<file path="src/rtl/b_kp_entry.sv">
// 4x4 keypad scanner with debounce and radix-10/16 operand accumulation.
// A scan FSM finds and debounces one key; the operand path folds accepted digits into a sticky-overflow operand.
module b_kp_entry #(
    parameter int DATA_WIDTH      = 8,
    parameter int SCAN_DIV        = 4,
    parameter int DEBOUNCE_CYCLES = 3
) (
    input  logic                  i_sys_clock,
    input  logic                  i_sys_reset,
    input  logic [3:0]            i_b_kp_row,
    input  logic                  i_b_kp_mode,
    input  logic                  i_b_kp_clear,
    input  logic                  i_b_kp_op_valid_key_pressed,
    output logic [3:0]            o_b_kp_column,
    output logic [DATA_WIDTH-1:0] o_b_kp_keycode,
    output logic                  o_b_kp_overflow_flag,
    output logic                  o_b_kp_new_input,
    output logic                  o_b_kp_invalid,
    output logic [3:0]            o_b_kp_digit
);

    localparam int DIV_W  = (SCAN_DIV > 2) ? $clog2(SCAN_DIV) : 1;
    localparam int DEB_W  = $clog2(DEBOUNCE_CYCLES + 1);
    localparam int CAND_W = DATA_WIDTH + 4;

    typedef enum logic [1:0] {
        ST_SCAN     = 2'd0,
        ST_DEBOUNCE = 2'd1,
        ST_RELEASE  = 2'd2
    } state_t;

    // Index of the highest low bit of an active-low one-hot pattern.
    function automatic logic [1:0] f_low_index(input logic [3:0] v);
        logic [1:0] idx;
        if (!v[3]) begin
            idx = 2'd3;
        end else if (!v[2]) begin
            idx = 2'd2;
        end else if (!v[1]) begin
            idx = 2'd1;
        end else begin
            idx = 2'd0;
        end
        return idx;
    endfunction

    function automatic logic f_multi_low(input logic [3:0] v);
        logic [2:0] n;
        n = 3'(~v[0]) + 3'(~v[1]) + 3'(~v[2]) + 3'(~v[3]);
        return n > 3'd1;
    endfunction

    logic [3:0]            r_sync1;
    logic [3:0]            r_sync2;
    state_t                r_state;
    logic [3:0]            r_column;
    logic [DIV_W-1:0]      r_div_cnt;
    logic [DEB_W-1:0]      r_deb_cnt;
    logic [3:0]            r_row_latch;
    logic                  r_fresh;
    logic [DATA_WIDTH-1:0] r_keycode;
    logic                  r_overflow;
    logic                  r_new_input;
    logic                  r_invalid;
    logic [3:0]            r_digit;

    logic [3:0]        w_row;
    logic              w_idle;
    logic              w_match;
    logic              w_last;
    logic              w_accept;
    logic [3:0]        w_key;
    logic [4:0]        w_radix;
    logic              w_reject;
    logic              w_valid;
    logic              w_fresh_now;
    logic [CAND_W-1:0] w_candidate;
    logic              w_fits;
    logic [3:0]        w_col_next;

    assign w_row       = r_sync2;
    assign w_idle      = (w_row == 4'hF);
    assign w_match     = (w_row == r_row_latch);
    assign w_last      = (r_deb_cnt == DEB_W'(DEBOUNCE_CYCLES - 1));
    assign w_accept    = (r_state == ST_DEBOUNCE) && w_match && w_last;
    assign w_key       = {f_low_index(r_row_latch), f_low_index(r_column)};
    assign w_radix     = i_b_kp_mode ? 5'd10 : 5'd16;
    assign w_reject    = i_b_kp_mode && (w_key > 4'd9);
    assign w_valid     = w_accept && !w_reject;
    assign w_fresh_now = r_fresh || i_b_kp_op_valid_key_pressed;
    // Widened by 4 bits so keycode*16+15 can never wrap before the range test.
    assign w_candidate = {4'b0000, r_keycode} * CAND_W'(w_radix) + CAND_W'(w_key);
    assign w_fits      = (w_candidate <= {4'b0000, {DATA_WIDTH{1'b1}}});
    assign w_col_next  = {r_column[2:0], r_column[3]};

    // Row synchroniser and scan / debounce / release state machine.
    always_ff @(posedge i_sys_clock or negedge i_sys_reset) begin
        if (!i_sys_reset) begin
            r_sync1     <= 4'hF;
            r_sync2     <= 4'hF;
            r_state     <= ST_SCAN;
            r_column    <= 4'b1110;
            r_div_cnt   <= '0;
            r_deb_cnt   <= '0;
            r_row_latch <= 4'hF;
        end else begin
            r_sync1 <= i_b_kp_row;
            r_sync2 <= r_sync1;
            case (r_state)
                ST_SCAN: begin
                    if (w_idle) begin
                        if (r_div_cnt == DIV_W'(SCAN_DIV - 1)) begin
                            r_div_cnt <= '0;
                            r_column  <= w_col_next;
                        end else begin
                            r_div_cnt <= r_div_cnt + DIV_W'(1);
                        end
                    end else begin
                        r_row_latch <= w_row;
                        r_deb_cnt   <= '0;
                        r_div_cnt   <= '0;
                        r_state     <= f_multi_low(w_row) ? ST_RELEASE : ST_DEBOUNCE;
                    end
                end
                ST_DEBOUNCE: begin
                    if (!w_match) begin
                        r_state <= ST_SCAN;
                    end else if (w_last) begin
                        r_deb_cnt <= '0;
                        r_state   <= ST_RELEASE;
                    end else begin
                        r_deb_cnt <= r_deb_cnt + DEB_W'(1);
                    end
                end
                ST_RELEASE: begin
                    if (!w_idle) begin
                        r_deb_cnt <= '0;
                    end else if (w_last) begin
                        r_deb_cnt <= '0;
                        r_div_cnt <= '0;
                        r_column  <= w_col_next;
                        r_state   <= ST_SCAN;
                    end else begin
                        r_deb_cnt <= r_deb_cnt + DEB_W'(1);
                    end
                end
                default: begin
                    r_state <= ST_SCAN;
                end
            endcase
        end
    end

    // Operand accumulation, flags and output pulses; clear outranks accept and op.
    always_ff @(posedge i_sys_clock or negedge i_sys_reset) begin
        if (!i_sys_reset) begin
            r_fresh     <= 1'b0;
            r_keycode   <= '0;
            r_overflow  <= 1'b0;
            r_new_input <= 1'b0;
            r_invalid   <= 1'b0;
            r_digit     <= 4'h0;
        end else begin
            r_new_input <= 1'b0;
            r_invalid   <= w_accept && w_reject;
            if (w_valid) begin
                r_digit <= w_key;
            end
            if (i_b_kp_clear) begin
                r_keycode  <= '0;
                r_overflow <= 1'b0;
                r_fresh    <= 1'b0;
            end else if (w_valid) begin
                if (w_fresh_now) begin
                    r_keycode   <= DATA_WIDTH'(w_key);
                    r_overflow  <= 1'b0;
                    r_fresh     <= 1'b0;
                    r_new_input <= 1'b1;
                end else if (!r_overflow) begin
                    if (w_fits) begin
                        r_keycode   <= w_candidate[DATA_WIDTH-1:0];
                        r_new_input <= 1'b1;
                    end else begin
                        r_overflow <= 1'b1;
                    end
                end
            end else if (i_b_kp_op_valid_key_pressed) begin
                r_fresh <= 1'b1;
            end
        end
    end

    assign o_b_kp_column        = r_column;
    assign o_b_kp_keycode       = r_keycode;
    assign o_b_kp_overflow_flag = r_overflow;
    assign o_b_kp_new_input     = r_new_input;
    assign o_b_kp_invalid       = r_invalid;
    assign o_b_kp_digit         = r_digit;

endmodule

</file>
<file path="config.mk">
export PLATFORM = sky130hd
export DESIGN_NAME = b_kp_entry
export DESIGN_NICKNAME = d
export VERILOG_FILES = /design/src/rtl/b_kp_entry.sv
export SDC_FILE = /design/constraint.sdc
export NUM_CORES = 1
export LEC_CHECK = 0
export CAP_MARGIN = 40
export CORE_UTILIZATION = 40
export DETAILED_ROUTE_END_ITERATION = 16
export RECOVER_POWER = 50
export SLEW_MARGIN = 20
export SYNTH_ARGS = -nofsm -noshare
export SYNTH_HDL_FRONTEND = slang
export SYNTH_SLANG_ARGS = --single-unit
</file>
<file path="constraint.sdc">
create_clock -name i_sys_clock -period 5.7 [get_ports i_sys_clock]
set_input_delay 1.14 -clock i_sys_clock [delete_from_list [all_inputs] [get_ports i_sys_clock]]
set_output_delay 1.14 -clock i_sys_clock [all_outputs]
set_load 0.02 [all_outputs]
</file>
==> impl_metrics.json <==
{
  "status": "finished with violations",
  "violations": "max-capacitance violations, max-slew violations",
  "synth.avg_cell_area_um2": 10.16,
  "finalCriticalPeriod_ns": 5.070,
  "rsz0062_at_grt": "no",
  "arrival_ns": 5.26,
  "p_leak_uw": 0.001392,
  "ys_top_cells_by_count": "30 x ha_1, 23 x dfrtp_1, 16 x nor2_1, 15 x dfstp_2, 15 x o21ai_0",
  "grt_pass1_vias": 1840,
  "area_delta_synth_final_pct": 18.51,
  "fin_crit_sh_pct": 88.95,
  "hold_viol": 0,
  "track_usage_pct": 18.01,
  "ant_nets": 0,
  "dieArea_mm2": 0.006644,
  "fin_nets": 318,
  "synth_cells": 249,
  "cts.reportedPaths.clkPinSlew_ns": 0.08,
  "cp.required_ns": 5.89,
  "yosysSeqAreaShare_pct": 38.35,
  "synth_edf_count": 0,
  "worst_pin_slew_ns": 1.670,
  "ioPinCount": 28,
  "drv_cap": 1,
  "numPortBuffers": 27,
  "p_per_area_mw_per_mm2": 255.2,
  "finalClockSkew_ns": 0.004375,
  "synth.distinct_cells": 49,
  "hold_buffers": 0,
  "cts_tree": "built",
  "setup_violations": 0,
  "start_util_pct": 41.96,
  "remaining_drc_errors": 0,
  "r2r_end": "o_b_kp_keycode[5]$_DFFE_PN0P_",
  "coreArea_mm2": 0.006026,
  "cp_max_fo": 13,
  "drive_above_1_share_pct": 15.16,
  "post-cts-setup-buffers": 0,
  "ys.flop_type": "dfrtp_1",
  "ctsHtreeMaxLevel": 2,
  "yosysMostFrequentCell": "ha_1",
  "gp_congestion": 0.9033,
  "async_flop_share_pct": 100.0,
  "antenna_found_initial": 0,
  "firstDrtPassIters": 4,
  "r2r_setup_slack_ns": 1.56,
  "detail_route.wl_per_cell_um": 15.32,
  "synth_nets": 291,
  "irDropWorstVdd_mv": 0.1416,
  "clockBufferDepth": 2,
  "cts.sinks": 38,
  "syn-cell-area_mm2": 0.002529,
  "clockRootBuffer": "clkbuf_8",
  "crit_path_end_kind": "flop",
  "grt_overflow": 0,
  "via_count": 1947,
  "reg2reg_from": "r_row_latch[2]$_DFFE_PN1P_",
  "ctsResizeCount": 0,
  "dieWidth_um": 81.51,
  "wl_mm": 5.392,
  "synth_top_area_share_pct": 22.76,
  "cp-start-kind": "input pin",
  "ys_ff_latch": 38,
  "synthTopCellsByArea": "dfrtp_1 23%, dfstp_2 16%, ha_1 15%",
  "whs_endpoint": "r_sync2[3]$_DFF_PN1_",
  "n_antenna_cell": 0,
  "ys.warnings.count": 0,
  "holdWs_ns": 0.3554,
  "clock_latency_ns": 0.30,
  "max_freq_ghz": 0.1972,
  "fin_setup_tns_ns": 0,
  "slew_viol_final": 33,
  "grt_max_degree": 39,
  "vias_per_cell": 5.531,
  "hold_start": "r_sync1[3]$_DFF_PN1_",
  "fp.dieH_um": 81.51,
  "path_class": "input pin to flop",
  "grt_pass1_wl_mm": 9.073,
  "hold_class": "flop to flop",
  "drtIter0Drc": 96,
  "synth_top_area_cell": "dfrtp_1",
  "slew-limit-headroom_pct": -11.33,
  "rows": 28,
  "cts_made_buffers": 5,
  "holdPathStages": 0,
  "hpwl_mm": 3.934,
  "r2r_cells": 13
}
stage by stage:
step | instances | setup slack, ns | power [uW] | area (um^2) | utilization (%)
global route | 352 | 0.3264 | 821.2 | 2997 | 49.73
CTS | 350 | 0.6389 | 773.3 | 2983 | 49.50
global placement | 342 | 0.4480 | 519.5 | 2855 | 47.38
finish | 352 | 0.6301 | 764.6 | 2997 | 49.73
floorplan | 249 | 1.020 | 472.3 | 2529 | -
detailed placement | 342 | 0.3320 | 523.5 | 2855 | 47.38
cell usage in the layout (no fill, tap or decap), drive strengths merged, types with 2 or more instances in the layout:
cell type       n
a211oi          5
a21o            4
a21oi          13
a22o            5
and2            8
buf             2
clkbuf          9
clkdlybuf4s50  22
dfrtp          23
dfstp          15
dlygate4sd3     4
fa              3
ha             30
inv            12
mux2           10
mux2i           4
nand2          15
nand2b          4
nand3           6
nor2           16
nor3            6
nor3b           3
o211ai          5
o21a            3
o21ai          15
o2bb2ai         2
o311ai          2
or3             3
or4             3
xor2            6
cells by family (layout without fill, tap and decap cells):
kind of cell / after synthesis / after routing / share of synthesized area (%)
adder cells (fa/ha/maj): 33 / 33 / 17.22
XOR/XNOR: 7 / 7 / 2.425
AO/OA/AOI/OAI: 61 / 61 / 15.98
AND/OR/NAND/NOR: 74 / 74 / 16.63
flip-flops: 38 / 38 / 38.35
buffers and inverters: 22 / 50 / 3.365
multiplexers: 14 / 14 / 6.037
power by group:
group | internal [uW] | leakage [uW] | switching (uW) | total (uW)
combinational | 71.8 | 0.000869 | 107 | 178
clock | 140 | 0.0000647 | 107 | 247
sequential | 310 | 0.000458 | 28.6 | 339
worst max path at each step:
stage,startpoint,endpoint,depth (start not counted)
after floorplan,i_b_kp_mode,o_b_kp_keycode[3]$_DFFE_PN0P_,16
after global placement,i_b_kp_mode,o_b_kp_keycode[7]$_DFFE_PN0P_,12
after detailed placement,i_b_kp_mode,o_b_kp_keycode[5]$_DFFE_PN0P_,12
after CTS,i_b_kp_mode,o_b_kp_keycode[5]$_DFFE_PN0P_,12
after global routing,i_b_kp_mode,o_b_kp_keycode[6]$_DFFE_PN0P_,12
final,i_b_kp_mode,o_b_kp_keycode[5]$_DFFE_PN0P_,12
worst max-delay path: stages:
cell and delay, ns:
clkdlybuf4s50_1 0.59, mux2_2 0.36, ha_1 0.30, fa_1 0.54
fa_1 0.49, a211oi_1 0.33, o211ai_1 0.13, nand3b_1 0.17
o211ai_1 0.12, nand4b_1 0.47, o2bb2ai_1 0.34, a22o_1 0.26
sequential cells by signal, summed over array words and instances (netlist names), 2 cells and up:
signal,cells
r_deb_cnt,2
o_b_kp_column,4
r_row_latch,4
r_sync2,4
r_sync1,4
r_div_cnt,2
r_state,2
o_b_kp_digit,4
o_b_kp_keycode,8
metal layers:
layer | up-vias | track usage, % | routed length (um)
li1 | 952 | - | -
met1 | 941 | 25.85 | 2707
met3 | 6 | 4.444 | 269
met4 | 0 | 3.750 | 46
met2 | 48 | 27.25 | 2368
met5 | - | 0 | 0
final cells by class:
class	count	area (um^2)
tap	75	93.84
multi-input combinational	189	1474
clock buffer	7	118.9
sequential	38	969.7
timing repair buffer	30	286.5
clock inverter	1	8.758
inverter	12	45.04
fill	576	3029
Note: power is estimated with default switching activity, not from simulation.
